--- src/rtl/wb_mon_pkg.sv ---
// Shared definitions for the writeback-stage monitor: RISC-V opcodes,
// instruction classes and the reset value of the last-retired register.
package wb_mon_pkg;

   localparam logic [6:0] OPC_LOAD   = 7'b0000011;
   localparam logic [6:0] OPC_STORE  = 7'b0100011;
   localparam logic [6:0] OPC_BRANCH = 7'b1100011;
   localparam logic [6:0] OPC_JAL    = 7'b1101111;
   localparam logic [6:0] OPC_JALR   = 7'b1100111;
   localparam logic [6:0] OPC_OP     = 7'b0110011;
   localparam logic [6:0] OPC_OP_IMM = 7'b0010011;
   localparam logic [6:0] OPC_LUI    = 7'b0110111;
   localparam logic [6:0] OPC_AUIPC  = 7'b0010111;
   localparam logic [6:0] OPC_SYSTEM = 7'b1110011;

   typedef enum logic [2:0] {
      CLS_LOAD,
      CLS_STORE,
      CLS_BRANCH,
      CLS_JUMP,
      CLS_ALU,
      CLS_SYSTEM,
      CLS_OTHER
   } instr_class_t;

   localparam int NUM_CLASSES = 7;

   localparam logic [31:0] NOP_INSTR = 32'h0000_0013;

endpackage

--- src/rtl/wb_cycle_monitor_if.sv ---
// Writeback-stage observation bus: the core drives it, the monitor only listens.
interface wb_cycle_monitor_if;
   logic        valid_wb;
   logic        stall_wb;
   logic [31:0] instr_wb;

   modport master (output valid_wb, stall_wb, instr_wb);
   modport slave  (input  valid_wb, stall_wb, instr_wb);
endinterface

--- src/rtl/wb_cycle_monitor_decode.sv ---
// Maps a RISC-V major opcode onto one of the monitor's instruction classes.
module instr_class_decode
   import wb_mon_pkg::*;
(
   input  logic [6:0]   opcode,
   output instr_class_t cls
);

   always_comb begin
      cls = CLS_OTHER;
      case (opcode)
         OPC_LOAD:                               cls = CLS_LOAD;
         OPC_STORE:                              cls = CLS_STORE;
         OPC_BRANCH:                             cls = CLS_BRANCH;
         OPC_JAL, OPC_JALR:                      cls = CLS_JUMP;
         OPC_OP, OPC_OP_IMM, OPC_LUI, OPC_AUIPC: cls = CLS_ALU;
         OPC_SYSTEM:                             cls = CLS_SYSTEM;
         default:                                cls = CLS_OTHER;
      endcase
   end

endmodule

--- src/rtl/wb_cycle_monitor.sv ---
// Passive WB-stage monitor: cycle/retire/stall/bubble counters, per-class
// retire histogram, last retired instruction and a cycle-limit timeout flag.
module wb_cycle_monitor
   import wb_mon_pkg::*;
#(
   parameter int              CNT_W      = 64,
   parameter longint unsigned MAX_CYCLES = 1000000
) (
   input  logic                 clk_i,
   input  logic                 reset_i,
   wb_cycle_monitor_if.slave    wb,
   output logic [CNT_W-1:0]     cycle_cnt_o,
   output logic [CNT_W-1:0]     instret_cnt_o,
   output logic [CNT_W-1:0]     stall_cnt_o,
   output logic [CNT_W-1:0]     bubble_cnt_o,
   output logic [CNT_W-1:0]     load_cnt_o,
   output logic [CNT_W-1:0]     store_cnt_o,
   output logic [CNT_W-1:0]     branch_cnt_o,
   output logic [CNT_W-1:0]     jump_cnt_o,
   output logic [CNT_W-1:0]     alu_cnt_o,
   output logic [CNT_W-1:0]     system_cnt_o,
   output logic [CNT_W-1:0]     other_cnt_o,
   output logic [31:0]          last_instr_o,
   output logic                 timeout_o
);

   localparam logic [CNT_W-1:0] CNT_ONE = {{(CNT_W-1){1'b0}}, 1'b1};

   logic             retire;
   logic             stall;
   logic             bubble;
   instr_class_t     cls;
   logic [CNT_W-1:0] cycle_cnt;
   logic [CNT_W-1:0] instret_cnt;
   logic [CNT_W-1:0] stall_cnt;
   logic [CNT_W-1:0] bubble_cnt;
   logic [CNT_W-1:0] cls_cnt [NUM_CLASSES];
   logic [31:0]      last_instr;

   // The three events are mutually exclusive and cover every cycle.
   assign retire = wb.valid_wb && !wb.stall_wb;
   assign stall  = wb.stall_wb;
   assign bubble = !wb.valid_wb && !wb.stall_wb;

   instr_class_decode u_decode (
      .opcode (wb.instr_wb[6:0]),
      .cls    (cls)
   );

   always_ff @(posedge clk_i or posedge reset_i) begin
      if (reset_i) begin
         cycle_cnt   <= '0;
         instret_cnt <= '0;
         stall_cnt   <= '0;
         bubble_cnt  <= '0;
         last_instr  <= NOP_INSTR;
         for (int i = 0; i < NUM_CLASSES; i++) begin
            cls_cnt[i] <= '0;
         end
      end else begin
         cycle_cnt <= cycle_cnt + CNT_ONE;
         if (retire) begin
            instret_cnt <= instret_cnt + CNT_ONE;
            last_instr  <= wb.instr_wb;
         end
         if (stall) begin
            stall_cnt <= stall_cnt + CNT_ONE;
         end
         if (bubble) begin
            bubble_cnt <= bubble_cnt + CNT_ONE;
         end
         for (int i = 0; i < NUM_CLASSES; i++) begin
            if (retire && (int'(cls) == i)) begin
               cls_cnt[i] <= cls_cnt[i] + CNT_ONE;
            end
         end
      end
   end

   assign cycle_cnt_o   = cycle_cnt;
   assign instret_cnt_o = instret_cnt;
   assign stall_cnt_o   = stall_cnt;
   assign bubble_cnt_o  = bubble_cnt;
   assign load_cnt_o    = cls_cnt[CLS_LOAD];
   assign store_cnt_o   = cls_cnt[CLS_STORE];
   assign branch_cnt_o  = cls_cnt[CLS_BRANCH];
   assign jump_cnt_o    = cls_cnt[CLS_JUMP];
   assign alu_cnt_o     = cls_cnt[CLS_ALU];
   assign system_cnt_o  = cls_cnt[CLS_SYSTEM];
   assign other_cnt_o   = cls_cnt[CLS_OTHER];
   assign last_instr_o  = last_instr;

   // Compared at 64 bits so a narrow counter never truncates the limit.
   assign timeout_o = 64'(cycle_cnt) > MAX_CYCLES;

endmodule

--- src/flat_wrapper.sv ---
// flat-port wrapper written by rule: the top's interface ports become plain ports
module wb_cycle_monitor_flat import wb_mon_pkg::*;
#(
   parameter int              CNT_W      = 64,
   parameter longint unsigned MAX_CYCLES = 1000000
)
  (clk_i, reset_i, cycle_cnt_o, instret_cnt_o, stall_cnt_o, bubble_cnt_o, load_cnt_o, store_cnt_o, branch_cnt_o, jump_cnt_o, alu_cnt_o, system_cnt_o, other_cnt_o, last_instr_o, timeout_o, wb_valid_wb, wb_stall_wb, wb_instr_wb);
  wb_cycle_monitor_if wb_i ();
  input  logic clk_i;
  input  logic reset_i;
  output logic [CNT_W-1:0] cycle_cnt_o;
  output logic [CNT_W-1:0] instret_cnt_o;
  output logic [CNT_W-1:0] stall_cnt_o;
  output logic [CNT_W-1:0] bubble_cnt_o;
  output logic [CNT_W-1:0] load_cnt_o;
  output logic [CNT_W-1:0] store_cnt_o;
  output logic [CNT_W-1:0] branch_cnt_o;
  output logic [CNT_W-1:0] jump_cnt_o;
  output logic [CNT_W-1:0] alu_cnt_o;
  output logic [CNT_W-1:0] system_cnt_o;
  output logic [CNT_W-1:0] other_cnt_o;
  output logic [31:0] last_instr_o;
  output logic timeout_o;
  input wire logic [$bits(wb_i.valid_wb)-1:0] wb_valid_wb;
  input wire logic [$bits(wb_i.stall_wb)-1:0] wb_stall_wb;
  input wire logic [$bits(wb_i.instr_wb)-1:0] wb_instr_wb;
  assign wb_i.valid_wb = wb_valid_wb;
  assign wb_i.stall_wb = wb_stall_wb;
  assign wb_i.instr_wb = wb_instr_wb;
  wb_cycle_monitor #(.CNT_W(CNT_W), .MAX_CYCLES(MAX_CYCLES)) u_core (.clk_i(clk_i), .reset_i(reset_i), .wb(wb_i), .cycle_cnt_o(cycle_cnt_o), .instret_cnt_o(instret_cnt_o), .stall_cnt_o(stall_cnt_o), .bubble_cnt_o(bubble_cnt_o), .load_cnt_o(load_cnt_o), .store_cnt_o(store_cnt_o), .branch_cnt_o(branch_cnt_o), .jump_cnt_o(jump_cnt_o), .alu_cnt_o(alu_cnt_o), .system_cnt_o(system_cnt_o), .other_cnt_o(other_cnt_o), .last_instr_o(last_instr_o), .timeout_o(timeout_o));
endmodule
--- config.mk ---
export PLATFORM = sky130hd
export DESIGN_NAME = wb_cycle_monitor_flat
export DESIGN_NICKNAME = d
export VERILOG_FILES = /design/src/rtl/wb_mon_pkg.sv /design/src/rtl/wb_cycle_monitor_if.sv /design/src/rtl/wb_cycle_monitor_decode.sv /design/src/rtl/wb_cycle_monitor.sv /design/src/flat_wrapper.sv
export SDC_FILE = /design/constraint.sdc
export NUM_CORES = 2
export LEC_CHECK = 0
export CAP_MARGIN = 20
export CORE_AREA = 2 2 299 301
export CTS_CLUSTER_SIZE = 14
export DETAILED_ROUTE_END_ITERATION = 10
export DIE_AREA = 0 0 301 303
export HOLD_SLACK_MARGIN = 0.15
export PLACE_DENSITY = 0.75
export SLEW_MARGIN = 5
export SYNTH_ARGS = -nofsm -noshare
export SYNTH_HDL_FRONTEND = slang
export SYNTH_SLANG_ARGS = --single-unit
--- constraint.sdc ---
create_clock -name clk_i -period 26.9 [get_ports clk_i]
set_input_delay 4.035 -clock clk_i [delete_from_list [all_inputs] [get_ports clk_i]]
set_output_delay 4.035 -clock clk_i [all_outputs]
set_load 0.01 [all_outputs]
# Yosys cells after proc, flatten, opt, wreduce, memory -nomap -nowiden
# Index checks and enable logic that the tools add are counted.
totals:
  reg_bits: 736
  word_cells: 55
op_classes:
  addsub: 11
  n_eq_ne: 16
  n_lt_le_gt_ge: 1
  reduce_logical: 14
  mux: 1
op_table:
  columns: ["op", "n"]
  rows:
  - ["64-bit by 1-bit adder with 64-bit output, second input constant", 11]
  - ["64-bit by 20-bit greater-than comparator with 1-bit output, second input constant", 1]
  - ["7-bit equality test, second input constant", 4]
  - ["7-bit by 6-bit equality test with 1-bit output, second input constant", 3]
  - ["3-bit case mux with 6 select lines", 1]
  - ["7-bit by 5-bit equality test with 1-bit output, second input constant", 2]
  - ["3-bit equality test, second input constant", 4]
  - ["1-bit logical AND", 9]
  - ["7-bit by 2-bit equality test with 1-bit output, second input constant", 1]
  - ["3-bit by 2-bit equality test with 1-bit output, second input constant", 2]
  - ["4-bit OR reduction", 1]
  - ["3-bit zero test", 1]
  - ["1-bit zero test", 2]
  - ["2-bit OR reduction", 1]

# Longest topological paths before layout
logic_depth:
  word_depth: 5
  depth_mapped: 9
  mapped_depth_nobuf: 7

# By module
# A second synthesis with hierarchy kept.
hier_totals:
  hier_cells: 3225
  hier_area_um2: 34030.1
modules_own_cells:
  columns: ["module", "n_inst", "area_each_um2", "cells_per_inst", "seq_area_each_um2"]
  rows:
  - ["wb_cycle_monitor", 1, 33933.8, 3208, 18421.4]
  - ["instr_class_decode", 1, 96.3, 17, 0.0]

# Worst setup path after synthesis
# No wires, ideal clock.
synth_timing:
  path_kind: "input-to-reg"
  startpoint: "input port wb_instr_wb[3]"
  endpoint: "register u_core.cls_cnt (netlist bit u_core.system_cnt_o[58])"
  path_stages: 8
  t_arrival_ns: 6.208
  path_slack_ns: 20.613
  path_cell_list: "buf_2 > nor4_4 > o31a_2 > nand4_4 > or4_1 > buf_2 > nor4_2 > xor2_1"
synth_via:
  elab_chain_len: 5
  elab_cells_between_ends: 15
  cone_classes: "11 x eq/ne; 1 x mux; 3 x reduce/logical"
synth_lines:
  columns: ["element", "line", "source"]
  rows:
  - ["start: declaration", "flat_wrapper.sv:26", "input wire logic [$bits(wb_i.instr_wb)-1:0] wb_instr_wb;"]
  - ["7-bit by 6-bit equality test with 1-bit output, or another cell as far along", "wb_cycle_monitor_decode.sv:11", "case (opcode)"]
  - ["4-bit OR reduction / 2-bit OR reduction (equally long branches)", "wb_cycle_monitor_decode.sv:11", null]
  - ["3-bit case mux with 6 select lines *", "wb_cycle_monitor_decode.sv:11", null]
  - ["3-bit equality test *", "wb_cycle_monitor.sv:73", "if (retire && (int'(cls) == i)) begin"]
  - ["1-bit logical AND *", "wb_cycle_monitor.sv:73", null]
  - ["end signal: indexed assignment", "wb_cycle_monitor.sv:74", "cls_cnt[i] <= cls_cnt[i] + CNT_ONE;"]
  - ["end: declaration", "wb_cycle_monitor.sv:37", "logic [CNT_W-1:0] cls_cnt [NUM_CLASSES];"]
# Every way passes the cells marked *; elsewhere a longest branch is shown, timed or not.
# A chain may end at the register's enable or synchronous reset.

# Worst setup path in the final report
layout_timing:
  startpoint: "input port wb_stall_wb"
  endpoint: "register u_core.cls_cnt (netlist bit u_core.system_cnt_o[58])"
layout_via:
  elab_chain_len: 3
layout_lines:
  columns: ["element", "line", "source"]
  rows:
  - ["start: declaration", "flat_wrapper.sv:25", "input wire logic [$bits(wb_i.stall_wb)-1:0] wb_stall_wb;"]
  - ["1-bit zero test", "wb_cycle_monitor.sv:41", "assign retire = wb.valid_wb && !wb.stall_wb;"]
  - ["1-bit logical AND", "wb_cycle_monitor.sv:41", null]
  - ["1-bit logical AND", "wb_cycle_monitor.sv:73", null]
# Every way passes these cells.

==> flow_summary.yaml <==
routing:
  wirelength_microns: 104000
  vias: 26511
  route.antenna.remaining_nets: 0
  routed_wire_length_per_instance_microns: 20.2
  drt_first_iter_violations: 1761
  drc: 0
  detail_route.first_pass.iterations: 5
  drt-vias-per-instance: 5.16
timing:
  relSlewSlack_pct: 29.1
  worst-slew-pin-transition_ns: 1.06
  timing.final.crit_share_pct: 27.2
  final_hold_violating_endpoints: 0
  hold-worst-slack_ns: 0.455
  maxSlewViolCount: 0
  timing.final.crit_period_ns: 7.32
  clock_skew_ns: 0.0216
  grt_setup_unrepaired: "false"
  fmaxAchievable_mhz: 137
  fin_setup_tns_ns: 0
  setup_violations: 0
  finalWorstSetupSlack_ns: 19.58
setup_path:
  rr_worst_depth: 7
  max_stage_delay_ns: 0.84
  crit_path_max_fanout: 40
  critical_path_cell_count: 7
  crit_start: "wb_stall_wb"
  worst_r2r_end: "u_core.bubble_cnt_o[42]"
  critPathBufInv: 1
  startpoint_class_of_the_critical_path: "primary input"
  crit_path_kind: "primary input to flip-flop"
  crit_path_end_kind: "flip-flop"
  cp_cell_instances: "clkdlybuf4s50_1 > nand2b_2 > a31oi_2 > nand4_4 > or4_1 > nor4_2 > xor2_1"
  crit_path_top_delay_cell: "sky130_fd_sc_hd__nand2b_2"
  cp_data_required_time_ns: 27.45
  capturing_element_of_the_worst_setup_path: "u_core.system_cnt_o[58]"
  r2r_slack_ns: 23.69
  critical_path_arrival_ns: 7.87
  r2r_start: "u_core.bubble_cnt_o[0]"
  path_delay_family: "simple AND/OR/NAND/NOR gates"
die:
  fp.dieArea_sq_um: 91200
  io_pins: 773
  die_width_microns: 301
  core.rowCount: 109
  initial_utilization_pct: 37.5
  core_region_area_sq_um: 88000
  die_h_microns: 303
synth:
  yosys.cell_count.top_type: "sky130_fd_sc_hd__dfrtp_1"
  synth_enable_flop_cells: 0
  netlist-cell-type-count: 53
  commonest_cells_in_the_synthesized_netlist: "sky130_fd_sc_hd__dfrtp_1 (733), sky130_fd_sc_hd__xnor2_1 (448), sky130_fd_sc_hd__nand2_1 (396), sky130_fd_sc_hd__nand3_1 (261), sky130_fd_sc_hd__xor2_1 (244)"
  netlist.area_leader.share_pct: 55.6
  syn_avg_cell_area_sq_um: 10.7
  synth_largest_area_cell: "sky130_fd_sc_hd__dfrtp_1"
  synth-main-ff-cell: "sky130_fd_sc_hd__dfrtp_1"
  synth-warning-count: 0
  synth_seq_area_share_pct: 55.9
  syn_nets: 3128
  yosys-top-cells-area: "sky130_fd_sc_hd__dfrtp_1 (56%), sky130_fd_sc_hd__xnor2_1 (12%), sky130_fd_sc_hd__xor2_1 (6.5%)"
  number_of_instances_in_the_synthesized_netlist: 3080
  post_synth_instance_area_sq_um: 33000
  yosys_register_bits: 736
  share_of_async_settable_or_async_resettable_flops_after_synthesis_pct: 100
power:
  power.density_cell_area_nw_per_um2: 55.2
  vdd_drop_max_uv: 42.4
  power_leakage_nw: 19.6
layout:
  fin_util_pct: 51.2
  final_nets: 3960
  num-fill-cells: 7711
  drive_above_1_share_pct: 5.26
  area_growth_syn_to_layout_pct: 36.6
run_status:
  outcome: "finished, final reports clean"
placed_design:
  dpl.hpwl_microns: 79000
  port_buffers: 772
  routability_driven_placement_congestion_ratio: 0.923
  dp_slack_ns: 18.91
grt:
  antenna_found_initial: 2
  first_global_vias: 25950
  grt_first_pass_wirelength_microns: 157000
  grt_max_degree: 164
  grt_remaining_overflow: 0
  globalRouteTotalUtil_pct: 22.1
clock_network:
  worst_skew_pair.late_latency_ns: 0.63
  postCtsSetupBuffers: 0
  clock_tree_from_tritoncts: "yes"
  cts_hold_buffers: 0
  cts-buffers-inserted: 82
  worst_path_clk_slew_ns: 0.06
  cts_max_path_buffers: 3
  cts.repair.resized: 0
  cts-htree-levels: 3
  clock_tree.root_cell: "sky130_fd_sc_hd__clkbuf_16"
  cts.sink_count: 736
job:
  cap_violations: 0
worst_hold_path:
  hold_class: "flip-flop to flip-flop"
[logic make-up after synthesis]
logic type	Yosys count	synth area share [%]
xor gates and xnor gates	692	18.4
muxes	5	0.171
AOI/OAI and AO/OA	13	0.425
buffers and inverters	116	1.34
DFF	736	55.9
adders and majority gates	12	0.455
and+or+nand+nor	1506	23.3
[placed cells by master, fill, tap and decap left out, drive strengths merged, types with 3 or more instances in the layout]
| master | n |
|---|---|
| ha | 12 |
| buf | 25 |
| dfstp | 3 |
| clkbuf | 113 |
| mux2 | 5 |
| nor3 | 117 |
| xor2 | 244 |
| nand4b | 3 |
| nand4 | 203 |
| nand2 | 396 |
| and4 | 54 |
| clkinv | 19 |
| xnor2 | 448 |
| and3 | 87 |
| clkdlybuf4s50 | 772 |
| or4 | 10 |
| nor4 | 60 |
| bufinv | 6 |
| diode | 3 |
| nand2b | 8 |
| nor2b | 10 |
| nor4b | 3 |
| dfrtp | 733 |
| nor2 | 225 |
| nand3 | 261 |
| nor3b | 4 |
| or3 | 14 |
| nand3b | 3 |
| inv | 73 |
| o31ai | 4 |
| or2 | 15 |
| and2 | 28 |
[worst min path at each step]
stage                     cells after the start                endpoint                   start
after floorplan                               2  u_core.last_instr_o[0]  u_core.last_instr_o[0]
after detailed placement                      2  u_core.last_instr_o[1]  u_core.last_instr_o[1]
after global placement                        2  u_core.last_instr_o[4]  u_core.last_instr_o[4]
final                                         2  u_core.last_instr_o[4]  u_core.last_instr_o[4]
after global routing                          2  u_core.last_instr_o[4]  u_core.last_instr_o[4]
after CTS                                     2  u_core.last_instr_o[4]  u_core.last_instr_o[4]
[worst reg2reg max path, cell delays in order, from the launching register on]
cell                      delay, ns
sky130_fd_sc_hd__dfrtp_1       0.45
sky130_fd_sc_hd__ha_1          0.26
sky130_fd_sc_hd__or3b_2        0.52
sky130_fd_sc_hd__nor2_1        0.66
sky130_fd_sc_hd__and4_1        0.61
sky130_fd_sc_hd__and2_1        0.34
sky130_fd_sc_hd__nand3_1       0.13
sky130_fd_sc_hd__xnor2_1       0.14
[routing by layer]
metal / GRT usage, % / wire (microns) / vias up
met2: 35.9 / 49300 / 873
met5: 0 / 0 / -
met1: 27.2 / 40800 / 13158
met4: 11.3 / 5610 / 0
met3: 6.08 / 7950 / 251
li1: - / - / 12229
[where the power goes]
part / leakage (nW) / total [mW] / switching (mW) / internal (mW)
logic: 8.27 / 0.150 / 0.0786 / 0.0713
registers: 9.97 / 1.17 / 0.0384 / 1.13
clock network: 1.39 / 1.16 / 0.479 / 0.683
[per-stage QoR]
stage / cell area (sq um) / cells / power (mW)
global placement: 42200 / 4991 / 1.34
CTS: 45000 / 5137 / 2.51
floorplan: 33000 / 3080 / 1.25
global route: 45000 / 5141 / 2.58
finish: 45000 / 5142 / 2.48
detailed placement: 42200 / 4991 / 1.34
[layout make-up]
cell class / instances / area, sq um / area share [%]
Inverter: 67 / 259 / 0.575
Multi-Input combinational cell: 2228 / 14100 / 31.4
Clock inverter: 33 / 424 / 0.942
Sequential cell: 736 / 18400 / 40.9
Timing Repair Buffer: 797 / 7960 / 17.7
Tap cell: 1165 / 1460 / 3.24
Antenna cell: 3 / 7.51 / 0.0167
Clock buffer: 113 / 2380 / 5.28
(Power assumes the default switching activity.)
